## src/rtl/uart_tx_pkg.sv

```systemverilog
// uart_tx_pkg: shared definitions for the memory-mapped UART transmitter.
//   - register offsets (word index taken from s_addr[3:2])
//   - STATUS and CTRL bit positions
//   - transmit FSM state type
// Optional feature macro: UART_TX_PARITY_EN adds the PARITY state.
package uart_tx_pkg;

    localparam logic [1:0] REG_TXDATA  = 2'd0;
    localparam logic [1:0] REG_STATUS  = 2'd1;
    localparam logic [1:0] REG_BAUDDIV = 2'd2;
    localparam logic [1:0] REG_CTRL    = 2'd3;

    localparam int unsigned ST_BUSY      = 0;
    localparam int unsigned ST_FULL      = 1;
    localparam int unsigned ST_EMPTY     = 2;
    localparam int unsigned ST_OVF       = 3;
    localparam int unsigned ST_COUNT_LSB = 8;

    localparam int unsigned CTRL_EN  = 0;
    localparam int unsigned CTRL_IE  = 1;
    localparam int unsigned CTRL_PEN = 2;

    typedef enum logic [2:0] {
        S_IDLE,
        S_START,
        S_DATA,
`ifdef UART_TX_PARITY_EN
        S_PARITY,
`endif
        S_STOP
    } state_t;

endpackage

```

## src/rtl/uart_tx_fifo.sv

```systemverilog
// uart_tx_fifo: synchronous byte FIFO for the UART transmitter.
// Ports:
//   clk    - rising-edge clock
//   flush  - synchronous clear of pointers and count
//   push   - write din; accepted when not full, or when full with a same-cycle pop
//   pop    - advance read pointer (ignored when empty)
//   din    - byte to write
//   dout   - byte at the head (combinational read)
//   full   - count == DEPTH
//   empty  - count == 0
//   count  - number of stored bytes
module uart_tx_fifo #(
    parameter int unsigned DEPTH = 8
) (
    input  logic                     clk,
    input  logic                     flush,
    input  logic                     push,
    input  logic                     pop,
    input  logic [7:0]               din,
    output logic [7:0]               dout,
    output logic                     full,
    output logic                     empty,
    output logic [$clog2(DEPTH):0]   count
);

    localparam int unsigned AW = $clog2(DEPTH);
    localparam logic [AW:0] FULL_COUNT = (AW + 1)'(DEPTH);

    logic [7:0]    mem [DEPTH];
    logic [AW-1:0] wr_ptr;
    logic [AW-1:0] rd_ptr;
    logic          do_push;
    logic          do_pop;

    assign full    = (count == FULL_COUNT);
    assign empty   = (count == '0);
    assign do_pop  = pop && !empty;
    // A pop in the same cycle frees the slot the push needs.
    assign do_push = push && (!full || do_pop);
    assign dout    = mem[rd_ptr];

    always_ff @(posedge clk) begin
        if (flush) begin
            wr_ptr <= '0;
            rd_ptr <= '0;
            count  <= '0;
        end else begin
            if (do_push) begin
                mem[wr_ptr] <= din;
                wr_ptr      <= wr_ptr + 1'b1;
            end
            if (do_pop) begin
                rd_ptr <= rd_ptr + 1'b1;
            end
            case ({do_push, do_pop})
                2'b10:   count <= count + 1'b1;
                2'b01:   count <= count - 1'b1;
                default: count <= count;
            endcase
        end
    end

endmodule

```

## src/rtl/uart_tx_slave.sv

```systemverilog
// uart_tx_slave: memory-mapped 8N1 UART transmitter on the slave-port bus.
// Ports:
//   clk, rst     - clock and synchronous active-high reset
//   s_ce, s_we   - access strobe and write select
//   s_addr       - byte address, s_addr[3:2] selects TXDATA/STATUS/BAUDDIV/CTRL
//   s_addr_sel   - byte enables for writes
//   s_wdata      - write data
//   s_rdata      - registered read data (1-cycle latency, holds otherwise)
//   txd          - serial output, idles high
//   irq          - high while FIFO empty and CTRL.ie set
// Optional feature macro: UART_TX_PARITY_EN (even parity bit, gated by CTRL.pen).
module uart_tx_slave
    import uart_tx_pkg::*;
#(
    parameter int unsigned FIFO_DEPTH  = 8,
    parameter logic [15:0] DEFAULT_DIV = 16'd434
) (
    input  logic        clk,
    input  logic        rst,
    input  logic        s_ce,
    input  logic        s_we,
    input  logic [31:0] s_addr,
    input  logic [3:0]  s_addr_sel,
    input  logic [31:0] s_wdata,
    output logic [31:0] s_rdata,
    output logic        txd,
    output logic        irq
);

    localparam int unsigned CW = $clog2(FIFO_DEPTH) + 1;

    logic [1:0]    reg_sel;
    logic          wr_en;
    logic          rd_en;
    logic          push_req;
    logic          ovf_set;
    logic          ovf_clr;
    logic          pop;
    logic [7:0]    fifo_dout;
    logic          fifo_full;
    logic          fifo_empty;
    logic [CW-1:0] fifo_count;

    logic [15:0]   baud;
    logic [15:0]   div_eff;
    logic          ctrl_en;
    logic          ctrl_ie;
    logic          ctrl_pen;
    logic          overflow;
    logic [31:0]   rd_word;

    state_t        state, state_n;
    logic [15:0]   cnt, cnt_n;
    logic [15:0]   div_q, div_n;
    logic [2:0]    idx, idx_n;
    logic [7:0]    data, data_n;
    logic          txd_n;
    logic          start_ok;
    logic          bit_end;

    logic          unused_bits;
    assign unused_bits = ^{s_addr[31:4], s_addr[1:0], s_addr_sel[3:2],
                           s_wdata[31:16], s_wdata[CTRL_PEN]};

    assign reg_sel  = s_addr[3:2];
    assign wr_en    = s_ce & s_we;
    assign rd_en    = s_ce & ~s_we;
    assign push_req = wr_en && (reg_sel == REG_TXDATA) && s_addr_sel[0];
    assign ovf_set  = push_req && fifo_full && !pop;
    assign ovf_clr  = wr_en && (reg_sel == REG_STATUS) && s_addr_sel[0] && s_wdata[ST_OVF];
    assign div_eff  = (baud == '0) ? 16'd1 : baud;
    assign irq      = fifo_empty & ctrl_ie;

    uart_tx_fifo #(
        .DEPTH(FIFO_DEPTH)
    ) u_fifo (
        .clk   (clk),
        .flush (rst),
        .push  (push_req),
        .pop   (pop),
        .din   (s_wdata[7:0]),
        .dout  (fifo_dout),
        .full  (fifo_full),
        .empty (fifo_empty),
        .count (fifo_count)
    );

`ifdef UART_TX_PARITY_EN
    always_ff @(posedge clk) begin
        if (rst) begin
            ctrl_pen <= 1'b0;
        end else if (wr_en && (reg_sel == REG_CTRL) && s_addr_sel[0]) begin
            ctrl_pen <= s_wdata[CTRL_PEN];
        end
    end
`else
    assign ctrl_pen = 1'b0;
`endif

    // Register file and read port
    always_ff @(posedge clk) begin
        if (rst) begin
            baud     <= DEFAULT_DIV;
            ctrl_en  <= 1'b0;
            ctrl_ie  <= 1'b0;
            overflow <= 1'b0;
            s_rdata  <= '0;
        end else begin
            if (ovf_set) begin
                overflow <= 1'b1;
            end else if (ovf_clr) begin
                overflow <= 1'b0;
            end
            if (wr_en && (reg_sel == REG_BAUDDIV)) begin
                if (s_addr_sel[0]) baud[7:0]  <= s_wdata[7:0];
                if (s_addr_sel[1]) baud[15:8] <= s_wdata[15:8];
            end
            if (wr_en && (reg_sel == REG_CTRL) && s_addr_sel[0]) begin
                ctrl_en <= s_wdata[CTRL_EN];
                ctrl_ie <= s_wdata[CTRL_IE];
            end
            if (rd_en) begin
                s_rdata <= rd_word;
            end
        end
    end

    always_comb begin
        rd_word = '0;
        case (reg_sel)
            REG_STATUS: begin
                rd_word[ST_BUSY]             = (state != S_IDLE);
                rd_word[ST_FULL]             = fifo_full;
                rd_word[ST_EMPTY]            = fifo_empty;
                rd_word[ST_OVF]              = overflow;
                rd_word[ST_COUNT_LSB +: 8]   = 8'(fifo_count);
            end
            REG_BAUDDIV: rd_word[15:0] = baud;
            REG_CTRL: begin
                rd_word[CTRL_EN]  = ctrl_en;
                rd_word[CTRL_IE]  = ctrl_ie;
                rd_word[CTRL_PEN] = ctrl_pen;
            end
            default: rd_word = '0;
        endcase
    end

    // Transmit FSM state register
    always_ff @(posedge clk) begin
        if (rst) begin
            state <= S_IDLE;
            cnt   <= '0;
            div_q <= DEFAULT_DIV;
            idx   <= '0;
            data  <= '0;
            txd   <= 1'b1;
        end else begin
            state <= state_n;
            cnt   <= cnt_n;
            div_q <= div_n;
            idx   <= idx_n;
            data  <= data_n;
            txd   <= txd_n;
        end
    end

    // Next state. A frame may start from IDLE or directly from the last STOP
    // cycle, which gives gapless back-to-back frames. txd is registered from
    // the next state so the line never glitches.
    always_comb begin
        state_n  = state;
        cnt_n    = cnt;
        div_n    = div_q;
        idx_n    = idx;
        data_n   = data;
        pop      = 1'b0;
        start_ok = ctrl_en && !fifo_empty;
        bit_end  = (cnt == 16'd1);

        case (state)
            S_IDLE: begin
                if (start_ok) begin
                    pop     = 1'b1;
                    state_n = S_START;
                    data_n  = fifo_dout;
                    div_n   = div_eff;
                    cnt_n   = div_eff;
                end
            end
            S_START: begin
                if (bit_end) begin
                    state_n = S_DATA;
                    cnt_n   = div_q;
                    idx_n   = '0;
                end else begin
                    cnt_n = cnt - 16'd1;
                end
            end
            S_DATA: begin
                if (bit_end) begin
                    cnt_n = div_q;
                    if (idx == 3'd7) begin
`ifdef UART_TX_PARITY_EN
                        state_n = ctrl_pen ? S_PARITY : S_STOP;
`else
                        state_n = S_STOP;
`endif
                    end else begin
                        idx_n = idx + 3'd1;
                    end
                end else begin
                    cnt_n = cnt - 16'd1;
                end
            end
`ifdef UART_TX_PARITY_EN
            S_PARITY: begin
                if (bit_end) begin
                    state_n = S_STOP;
                    cnt_n   = div_q;
                end else begin
                    cnt_n = cnt - 16'd1;
                end
            end
`endif
            S_STOP: begin
                if (bit_end) begin
                    if (start_ok) begin
                        pop     = 1'b1;
                        state_n = S_START;
                        data_n  = fifo_dout;
                        div_n   = div_eff;
                        cnt_n   = div_eff;
                    end else begin
                        state_n = S_IDLE;
                    end
                end else begin
                    cnt_n = cnt - 16'd1;
                end
            end
            default: state_n = S_IDLE;
        endcase

        case (state_n)
            S_START: txd_n = 1'b0;
            S_DATA:  txd_n = data_n[idx_n];
`ifdef UART_TX_PARITY_EN
            S_PARITY: txd_n = ^data_n;
`endif
            default: txd_n = 1'b1;
        endcase
    end

endmodule

```

## config.mk

```make
export PLATFORM = sky130hd
export DESIGN_NAME = uart_tx_slave
export DESIGN_NICKNAME = d
export VERILOG_FILES = /design/src/rtl/uart_tx_pkg.sv /design/src/rtl/uart_tx_fifo.sv /design/src/rtl/uart_tx_slave.sv
export SDC_FILE = /design/constraint.sdc
export NUM_CORES = 1
export LEC_CHECK = 0
export BUFFER_PORTS_ARGS = -buffer_cell sky130_fd_sc_hd__buf_2
export CAP_MARGIN = 25
export CELL_PAD_IN_SITES_DETAIL_PLACEMENT = 1
export CELL_PAD_IN_SITES_GLOBAL_PLACEMENT = 2
export CORE_MARGIN = 4
export CORE_UTILIZATION = 36
export CTS_CLUSTER_DIAMETER = 80
export CTS_CLUSTER_SIZE = 40
export DETAILED_ROUTE_END_ITERATION = 16
export PLACE_DENSITY_LB_ADDON = 0.08
export SYNTH_ARGS = -nofsm -noshare
export SYNTH_HDL_FRONTEND = slang
export SYNTH_HIERARCHICAL = 1
export SYNTH_SLANG_ARGS = --single-unit
```

## constraint.sdc

```tcl
create_clock -name clk -period 5.37 [get_ports clk]
set_clock_uncertainty 0.1 [all_clocks]
set_input_delay 0.537 -clock clk [delete_from_list [all_inputs] [get_ports clk]]
set_output_delay 0.537 -clock clk [all_outputs]
set_load 0.02 [all_outputs]
```

==> metrics.yaml, run 1 <==
p_int_uw: 2010
drtIter0Drc: 313
synth_area_mm2: 0.00745
wl_per_cell_um: 18.9
cts_tree: "done"
via_count: 5588
numCtsBuffers: 17
syn-mean-instance-area_um2: 10.0
tightest_slew_ns: 0.970
tns_ns: 0
hold_viol: 0
peakVddDrop_uv: 188
ys_seq_area_share_pct: 51.3
route.detailed.drc: 0
reg2reg_to: "u_fifo/mem[2][5]$_DFFE_PP_"
startpoint_type: "flop"
mostFrequentLayoutCells: "nand2_1, dfxtp_1, a21oi_1"
die_y_um: 152
drive_gt1_share_pct: 16.6
cp-end-kind: "flop"
path_class: "reg -> reg"
initial_core_util_pct: 36.7
async_flop_share_pct: 0
ctsResizeCount: 0
final_nets: 857
synth_top_cell_area_share_pct: 25.8
ys.flop_type: "dfxtp_1"
hp-class: "in -> reg"
vias_per_cell: 5.30
use_met3_pct: 3.64
reg2regPathDepth: 10
fillers: 2286
pwr-share-clk_pct: 46.7
die_area_mm2: 0.0231
cts_max_level: 4
die_w_um: 152
rsz0062_at_grt: "false"
io_buffers: 41
drt-total-wl_mm: 20.0
area_growth_syn_to_layout_pct: 13.4
min_path_cells: 3
cts_setup_buffers: 0
drv_slew: 0
ys_ff_latch: 159
hold_buffers: 0
grt-busiest-layer: "met2"
path_clk_slew_ns: 0.07
leakagePower_uw: 0.00298
p_sw_share_pct: 24.5
place.gp.congestion: 0.762
p_comb_share_pct: 5.4
synthDistinctLibCells: 64
synth-edff-count: 64
num_rows: 52
power.switching_uw: 652
cts.sinks: 159
synth_top_cell_by_area: "edfxtp_1"
hold_path_startpoint: "s_wdata[8]"
r2r_setup_slack_ns: 1.26
period_minus_slack_ns: 4.11
globalRoute.totalOverflow: 0
use_met2_pct: 28.5
fin_ws_ns: 1.26
crit_arrival_ns: 4.06
root_buffer: "clkbuf_16"
power.density_mw_per_mm2: 315
diodes: 0
relSlewSlack_pct: 34.4
cap_violations: 0
grt_max_degree: 61
status: "complete, no violations"
dpl.hpwl_mm: 13.9
hold_ws_ns: 0.241
crit_required_ns: 5.32
clockBufferDepth: 2
preCtsSetupSlack_ns: 1.28
final_common_cell: "nand2_1"
hold_path_end: "baud[8]$_SDFFE_PP1P_"
ios: 106
core-area_mm2: 0.0203
clock_insertion_delay_worst_skew_ns: 0.42
seqPwrFrac_pct: 47.9
grt_use_total_pct: 17.5
grt_pass1_vias: 5916
ant_nets: 0
setup_violations: 0
synth_area_leaders: "edfxtp_1, dfxtp_1, nand2_1, a21oi_1, mux4_2"
synthCells: 744
period_share_pct: 76.5
grt_pass1_wl_mm: 32.6
cp_max_fo: 9
max_freq_mhz: 243
antenna_found_initial: 0
dr.pass1.iters: 4
grt_use_met1_pct: 24.0
worstReg2RegStart: "cnt[0]$_SDFFE_PP0P_"
yosysWarnings: 6
==> logic make-up after synthesis <==
group	synth area share, %
other	0.0503
buffers and inverters	4.95
muxes	8.07
AOI/OAI and AO/OA	13.4
adders and majority gates	2.28
DFF	51.3
xor gates and xnor gates	1.53
and+or+nand+nor	18.4
==> final cells by class <==
cell class | count | area (um2) | share of cell area (%)
clock inverter | 15 | 176 | 2.09
inverter | 15 | 56.3 | 0.666
sequential | 159 | 3820 | 45.2
tap | 270 | 338 | 4.00
multi-input combinational | 525 | 3330 | 39.4
timing repair buffer | 54 | 307 | 3.63
clock buffer | 17 | 425 | 5.03
==> synthesized netlist by cell type (all sizes together), types with 6 or more instances <==
library cell / instances
o21ai: 14
nand3b: 12
ha: 12
edfxtp: 64
a22oi: 10
mux2: 9
clkbuf: 36
a21oi: 73
dfxtp: 95
inv: 15
buf: 25
nor2: 62
nor4: 8
a211oi: 16
xnor2: 6
mux2i: 14
nand3: 21
and2: 7
xor2: 7
mux4: 16
nor3: 18
nand2: 125
==> layer usage <==
metal / up-vias / part of all wire, %
met5: - / 0
met4: 0 / 1.5
met3: 22 / 3.0
met2: 74 / 47
met1: 2781 / 49
li1: 2711 / -
==> critical path, stage by stage, from the launching register on <==
cell and delay, ns:
dfxtp_1 0.44, ha_1 0.18, nor4b_1 0.78, and4_2 0.37
and3_1 0.18, o21ai_1 0.09, inv_2 0.26, nand2b_1 0.22
o21ai_2 0.09, or2_2 0.35, nor2_1 0.66
==> worst max-delay path by stage <==
stage	start	endpoint	depth (start not counted)
floorplan	cnt[0]$_SDFFE_PP0P_	u_fifo/mem[0][0]$_DFFE_PP_	11
detailed placement	u_fifo/count[1]$_SDFFE_PP0P_	u_fifo/mem[2][6]$_DFFE_PP_	9
global route	u_fifo/count[1]$_SDFFE_PP0P_	u_fifo/count[3]$_SDFFE_PP0P_	13
finish	cnt[0]$_SDFFE_PP0P_	u_fifo/mem[2][5]$_DFFE_PP_	10
global placement	u_fifo/count[0]$_SDFFE_PP0P_	u_fifo/mem[2][7]$_DFFE_PP_	9
CTS	u_fifo/count[1]$_SDFFE_PP0P_	u_fifo/mem[2][5]$_DFFE_PP_	9
==> state kept, by name, summed over array words and instances, names as in the netlist, named ones only <==
signal and flops:
ctrl_ie 1, u_fifo/rd_ptr 3, txd 1, cnt 16
s_rdata 16, ctrl_en 1, state 3, baud 16
idx 3, u_fifo/mem 64, u_fifo/count 4, overflow 1
data 8, div_q 16, u_fifo/wr_ptr 3
==> power groups by stage <==
stage | clock [uW] | sequential [uW] | combinational (uW)
after CTS | 1270 | 1280 | 144
after global routing | 1330 | 1280 | 159
final | 1250 | 1280 | 143
after global placement | 0 | 1300 | 140
after detailed placement | 0 | 1300 | 143
after floorplan | 0 | 1300 | 106
==> per-stage QoR <==
step	power [uW]	utilization, %	cell area [um2]	std cells
2_1_floorplan	1410	-	7510	760
3_3_place_gp	1440	38.6	7840	1022
3_5_place_dp	1450	38.7	7850	1023
4_1_cts	2690	41.6	8450	1055
5_1_grt	2770	41.6	8450	1055
6_report	2670	41.6	8450	1055
(Power assumes the default switching activity.)
==> run 2, diff against run 1 <==
clock period = 4.18 ns   (was 5.37 ns; I/O delays follow)
==> metrics.yaml, run 2 (same netlist as run 1, synthesis figures left out) <==
crit_start: "u_fifo/count[0]$_SDFFE_PP0P_"  # was cnt[0]$_SDFFE_PP0P_
crit_required_ns: 4.45  # was 5.32 ns
hold_viol: 0  # unchanged
cts_max_level: 4  # unchanged
ctsResizeCount: 0  # unchanged
numCtsBuffers: 17  # unchanged
initial_core_util_pct: 36.7  # unchanged
ant_nets: 0  # unchanged
crit_arrival_ns: 3.70  # was 4.06 ns
worstReg2RegStart: "u_fifo/count[0]$_SDFFE_PP0P_"  # was cnt[0]$_SDFFE_PP0P_
power.density_mw_per_mm2: 398  # was 315 mW/mm2
mostFrequentLayoutCells: "nand2_1, dfxtp_1, a21oi_1"  # unchanged
cts.sinks: 159  # unchanged
tightest_slew_ns: 0.809  # was 0.970 ns
fillers: 2310  # was 2286
root_buffer: "clkbuf_16"  # unchanged
met1Wirelength_mm: 10.1  # was 9.79 mm
grt_use_total_pct: 18.0  # was 17.5%
hold_ws_ns: 0.118  # was 0.241 ns
hold_buffers: 0  # unchanged
wl_per_cell_um: 19.0  # was 18.9 um
peakVddDrop_uv: 263  # was 188 uV
drtIter0Drc: 307  # was 313
route.met3.wl_um: 644  # was 592 um
diodes: 0  # unchanged
max_freq_mhz: 292  # was 243 MHz
post-place-cells: 1036  # was 1023
via_count: 5726  # was 5588
vias_per_cell: 5.36  # was 5.30
clock_insertion_delay_worst_skew_ns: 0.43  # was 0.42 ns
final_common_cell: "nand2_1"  # unchanged
hp-class: "in -> reg"  # unchanged
dr.pass1.iters: 4  # unchanged
setup_violations: 0  # unchanged
area_growth_syn_to_layout_pct: 14.6  # was 13.4%
period_share_pct: 82.1  # was 76.5%
wl_met2_mm: 9.27  # was 9.28 mm
cts_setup_buffers: 0  # unchanged
path_clk_slew_ns: 0.07  # about the same
grt_pass1_wl_mm: 33.3  # was 32.6 mm
dpl.hpwl_mm: 14.4  # was 13.9 mm
drive_gt1_share_pct: 17.9  # was 16.6%
regMostFlops: "u_fifo/mem"  # unchanged
fin_util_pct: 42.1  # was 41.6%
cp_max_fo: 8  # was 9
dr.max_layer_used: "met4"  # unchanged
die_w_um: 152  # unchanged
dpl_cell_area_mm2: 0.00795  # was 0.00785 mm2
antenna_found_initial: 0  # unchanged
die_area_mm2: 0.0231  # unchanged
ios: 106  # unchanged
drt-total-wl_mm: 20.3  # was 20.0 mm
fin_area_mm2: 0.00854  # was 0.00845 mm2
relSlewSlack_pct: 46.0  # was 34.4%
grt_max_degree: 44  # was 61
clockBufferDepth: 2  # unchanged
hold_path_startpoint: "s_wdata[12]"  # was s_wdata[8]
grt_pass1_vias: 6044  # was 5916
startpoint_type: "flop"  # unchanged
cap_violations: 0  # unchanged
die_y_um: 152  # unchanged
cp-end-kind: "flop"  # unchanged
rsz0062_at_grt: "false"  # unchanged
place.gp.congestion: 0.772  # was 0.762
leakagePower_uw: 0.00304  # was 0.00298 uW
final_nets: 870  # was 857
route.detailed.drc: 0  # unchanged
cts_tree: "done"  # unchanged
period_minus_slack_ns: 3.43  # was 4.11 ns
tns_ns: 0  # unchanged
core-area_mm2: 0.0203  # unchanged
num_rows: 52  # unchanged
status: "complete, no violations"  # unchanged
largest_reg_flops: 64  # unchanged
drv_slew: 0  # unchanged
io_buffers: 41  # unchanged
instances_no_fill: 1068  # was 1055
globalRoute.totalOverflow: 0  # unchanged
path_class: "reg -> reg"  # unchanged
## run 2: path summary, 6_finish.rpt
kind                            slack [ns]  cells after the start                           end
worst min register to register        0.35                      2      s_rdata[15]$_SDFFE_PP0P_
worst min-delay path                  0.12                      3         baud[12]$_SDFFE_PP0P_
worst max-delay path                  0.75                     14  u_fifo/count[3]$_SDFFE_PP0P_
worst max register to register        0.75                     14  u_fifo/count[3]$_SDFFE_PP0P_
## run 2: per-layer routing
layer	GRT usage, %	vias up
li1	-	2735
met1	25.3	2866
met2	28.4	101
met3	3.41	24
met4	5.69	0
met5	0	-
## run 2: stage by stage
step                      setup slack [ns]  total power (uW)
after CTS                            0.726              3450
after floorplan                     0.0334              1810
after detailed placement             0.751              1870
final                                0.750              3400
after global placement               0.845              1860
after global routing                 0.383              3540
## run 2: layout make-up
| cell class | instances | area, um2 | share of cell area [%] |
|---|---|---|---|
| clock buffer | 17 | 425 | 4.98 |
| clock inverter | 15 | 173 | 2.02 |
| inverter | 15 | 56.3 | 0.659 |
| multi-input combinational | 525 | 3330 | 38.9 |
| sequential | 159 | 3820 | 44.8 |
| tap | 270 | 338 | 3.95 |
| timing repair buffer | 67 | 400 | 4.69 |
## run 2: critical path, cell delays in order, from the launching register on
cell and delay (ns):
dfxtp_1 0.52, or3_1 0.34, nor2_1 0.12, nor3b_1 0.26, buf_4 0.19, o21ai_1 0.10
inv_2 0.17, o21ai_2 0.11, or2_2 0.32, inv_1 0.09, ha_1 0.26, a21oi_1 0.27
and2_1 0.19, o221ai_1 0.13, a31oi_1 0.18
## run 2: power by group
group          internal (uW)  leakage, uW  switching [uW]
sequential              1620      0.00134            18.7
clock                    849     0.000283             725
combinational           63.6      0.00141             123
==> run 3, diff against run 2 <==
CORE_UTILIZATION = 33   (was 36)
clock period = 3 ns   (was 4.18 ns; I/O delays follow)
==> metrics.yaml, run 3 (same netlist as run 1, synthesis figures left out) <==
status: "complete, no violations"  # unchanged
core-area_mm2: 0.0220  # was 0.0203 mm2
ant_nets: 0  # unchanged
globalRoute.totalOverflow: 0  # unchanged
fillers: 2467  # was 2310
slowest_delay_ns: 0.47  # was 0.52 ns
dpl.hpwl_mm: 15.1  # was 14.4 mm
drt-total-wl_mm: 21.9  # was 20.3 mm
vias_per_cell: 5.27  # was 5.36
setup_violations: 0  # unchanged
peakVddDrop_uv: 344  # was 263 uV
die_area_mm2: 0.0251  # was 0.0231 mm2
drtIter0Drc: 231  # was 307
place.gp.congestion: 0.787  # was 0.772
tightest_slew_ns: 0.735  # was 0.809 ns
fin_util_pct: 40.7  # was 42.1%
power.density_mw_per_mm2: 538  # was 398 mW/mm2
grt_pass1_wl_mm: 35.9  # was 33.3 mm
grt_pass1_vias: 6427  # was 6044
ios: 106  # unchanged
grt_use_total_pct: 18.6  # was 18.0%
mostFrequentLayoutCells: "nand2_1, dfxtp_1, a21oi_1"  # unchanged
route.detailed.drc: 0  # unchanged
path_cells: "nor4_4, nand2_2, or4_4, or4_4, or4_4, a21oi_2, nor2_1, a211oi_1"  # was or3_1, nor2_1, nor3b_1, buf_4, o21ai_1, inv_2, o21ai_2, or2_2, inv_1, ha_1, a21oi_1, and2_1, o221ai_1, a31oi_1
final_nets: 901  # was 870
die_y_um: 158  # was 152 um
clockBufferDepth: 2  # unchanged
hp-class: "in -> reg"  # unchanged
dpl_cell_area_mm2: 0.00825  # was 0.00795 mm2
relSlewSlack_pct: 51.0  # was 46.0%
period_minus_slack_ns: 2.87  # was 3.43 ns
post-place-cells: 1067  # was 1036
cp-end-kind: "flop"  # unchanged
hold_viol: 0  # unchanged
drive_gt1_share_pct: 21.7  # was 17.9%
regMostFlops: "u_fifo/mem"  # unchanged
multiInputGateArea_mm2: 0.00345  # was 0.00333 mm2
slowest_stage: "or4_4"  # was dfxtp_1
crit_arrival_ns: 3.10  # was 3.70 ns
total_power_uw: 4830  # was 3400 uW
numCtsBuffers: 17  # unchanged
drv_slew: 0  # unchanged
dr.pass1.iters: 4  # unchanged
initial_core_util_pct: 33.8  # was 36.7%
cap_violations: 0  # unchanged
grt_max_degree: 46  # was 44
diodes: 0  # unchanged
cts_max_level: 4  # unchanged
io_buffers: 41  # unchanged
via_count: 5844  # was 5726
antenna_found_initial: 0  # unchanged
die_w_um: 158  # was 152 um
num_rows: 54  # was 52
rsz0062_at_grt: "true"  # was false
clock_insertion_delay_worst_skew_ns: 0.43  # about the same
crit_required_ns: 3.23  # was 4.45 ns
final_common_cell: "nand2_1"  # unchanged
regArea_mm2: 0.00382  # about the same
root_buffer: "clkbuf_16"  # unchanged
largest_reg_flops: 64  # unchanged
cts_tree: "done"  # unchanged
wl_per_cell_um: 19.7  # was 19.0 um
fin_area_mm2: 0.00897  # was 0.00854 mm2
instances_no_fill: 1109  # was 1068
path_clk_slew_ns: 0.07  # about the same
cts.sinks: 159  # unchanged
crit_top_cell: "or4_4"
path_class: "reg -> reg"  # unchanged
max_freq_mhz: 349  # was 292 MHz
period_share_pct: 95.5  # was 82.1%
area_growth_syn_to_layout_pct: 20.3  # was 14.6%
cp_max_fo: 5  # was 8
startpoint_type: "flop"  # unchanged
leakagePower_uw: 0.00323  # was 0.00304 uW
run 3: changes by cell type in the layout (fill, tap and decap cells not counted), sizes merged:
| cell | change |
|---|---|
| bufinv | +1 |
| inv | +1 |
| buf | +23 |
| clkinv | -1 |
| clkinvlp | -1 |
| dlygate4sd3 | +8 |
run 3: what timing repair did:
action / 4_1_cts / 5_1_grt
hold buffers: 8 / 0
endpoints found under the hold margin: 8 / 0
endpoints found under the setup margin: 0 / 10
resized for setup: 0 / 4
buffers inserted: 0 / 1
run 3: metrics by stage:
stage | hold slack (ns) | worst slack (ns) | TNS [ns]
CTS | 0.0709 | 0.0658 | 0
global placement | 0.339 | 0.130 | 0
detailed placement | 0.352 | 0.0806 | 0
finish | 0.0739 | 0.134 | 0
floorplan | 0.273 | 0.0212 | 0
global route | 0.0702 | -0.0534 | -0.0576
run 3: critical path: cells and delay by family, from the launching register on:
family	cells	cell delay [ns]
simple gates	6	1.94
compound gates	2	0.37
flops	1	0.36
run 3: per-layer routing:
layer	vias up	part of all wire, %	global-route usage, %
met3	22	3.2	3.21
met4	0	1.3	4.59
met2	102	49	31.4
met5	-	0	0
met1	2925	47	25.0
li1	2795	-	-
run 3: final timing paths:
| kind | from | endpoint | slack, ns | cells after the start |
|---|---|---|---|---|
| max | cnt[2]$_SDFFE_PP0P_ | cnt[15]$_SDFFE_PP0P_ | 0.13 | 8 |
| max reg2reg | cnt[2]$_SDFFE_PP0P_ | cnt[15]$_SDFFE_PP0P_ | 0.13 | 8 |
| min | s_wdata[6] | u_fifo/mem[7][6]$_DFFE_PP_ | 0.07 | 1 |
| min reg2reg | overflow$_SDFFE_PP0P_ | overflow$_SDFFE_PP0P_ | 0.35 | 2 |
run 3: area by class of cell:
class	instances	share of cell area, %
Clock inverter	15	1.98
Multi-Input combinational cell	525	38.5
Clock buffer	17	4.74
Sequential cell	159	42.7
Tap cell	280	3.91
Inverter	15	0.628
Timing Repair Buffer	98	7.56
run 3: report_power, final:
group	internal, uW	switching [uW]	total [uW]
Combinational	114	191	304
Sequential	2260	20.5	2280
Clock	1260	985	2240
Total	3630	1200	4830
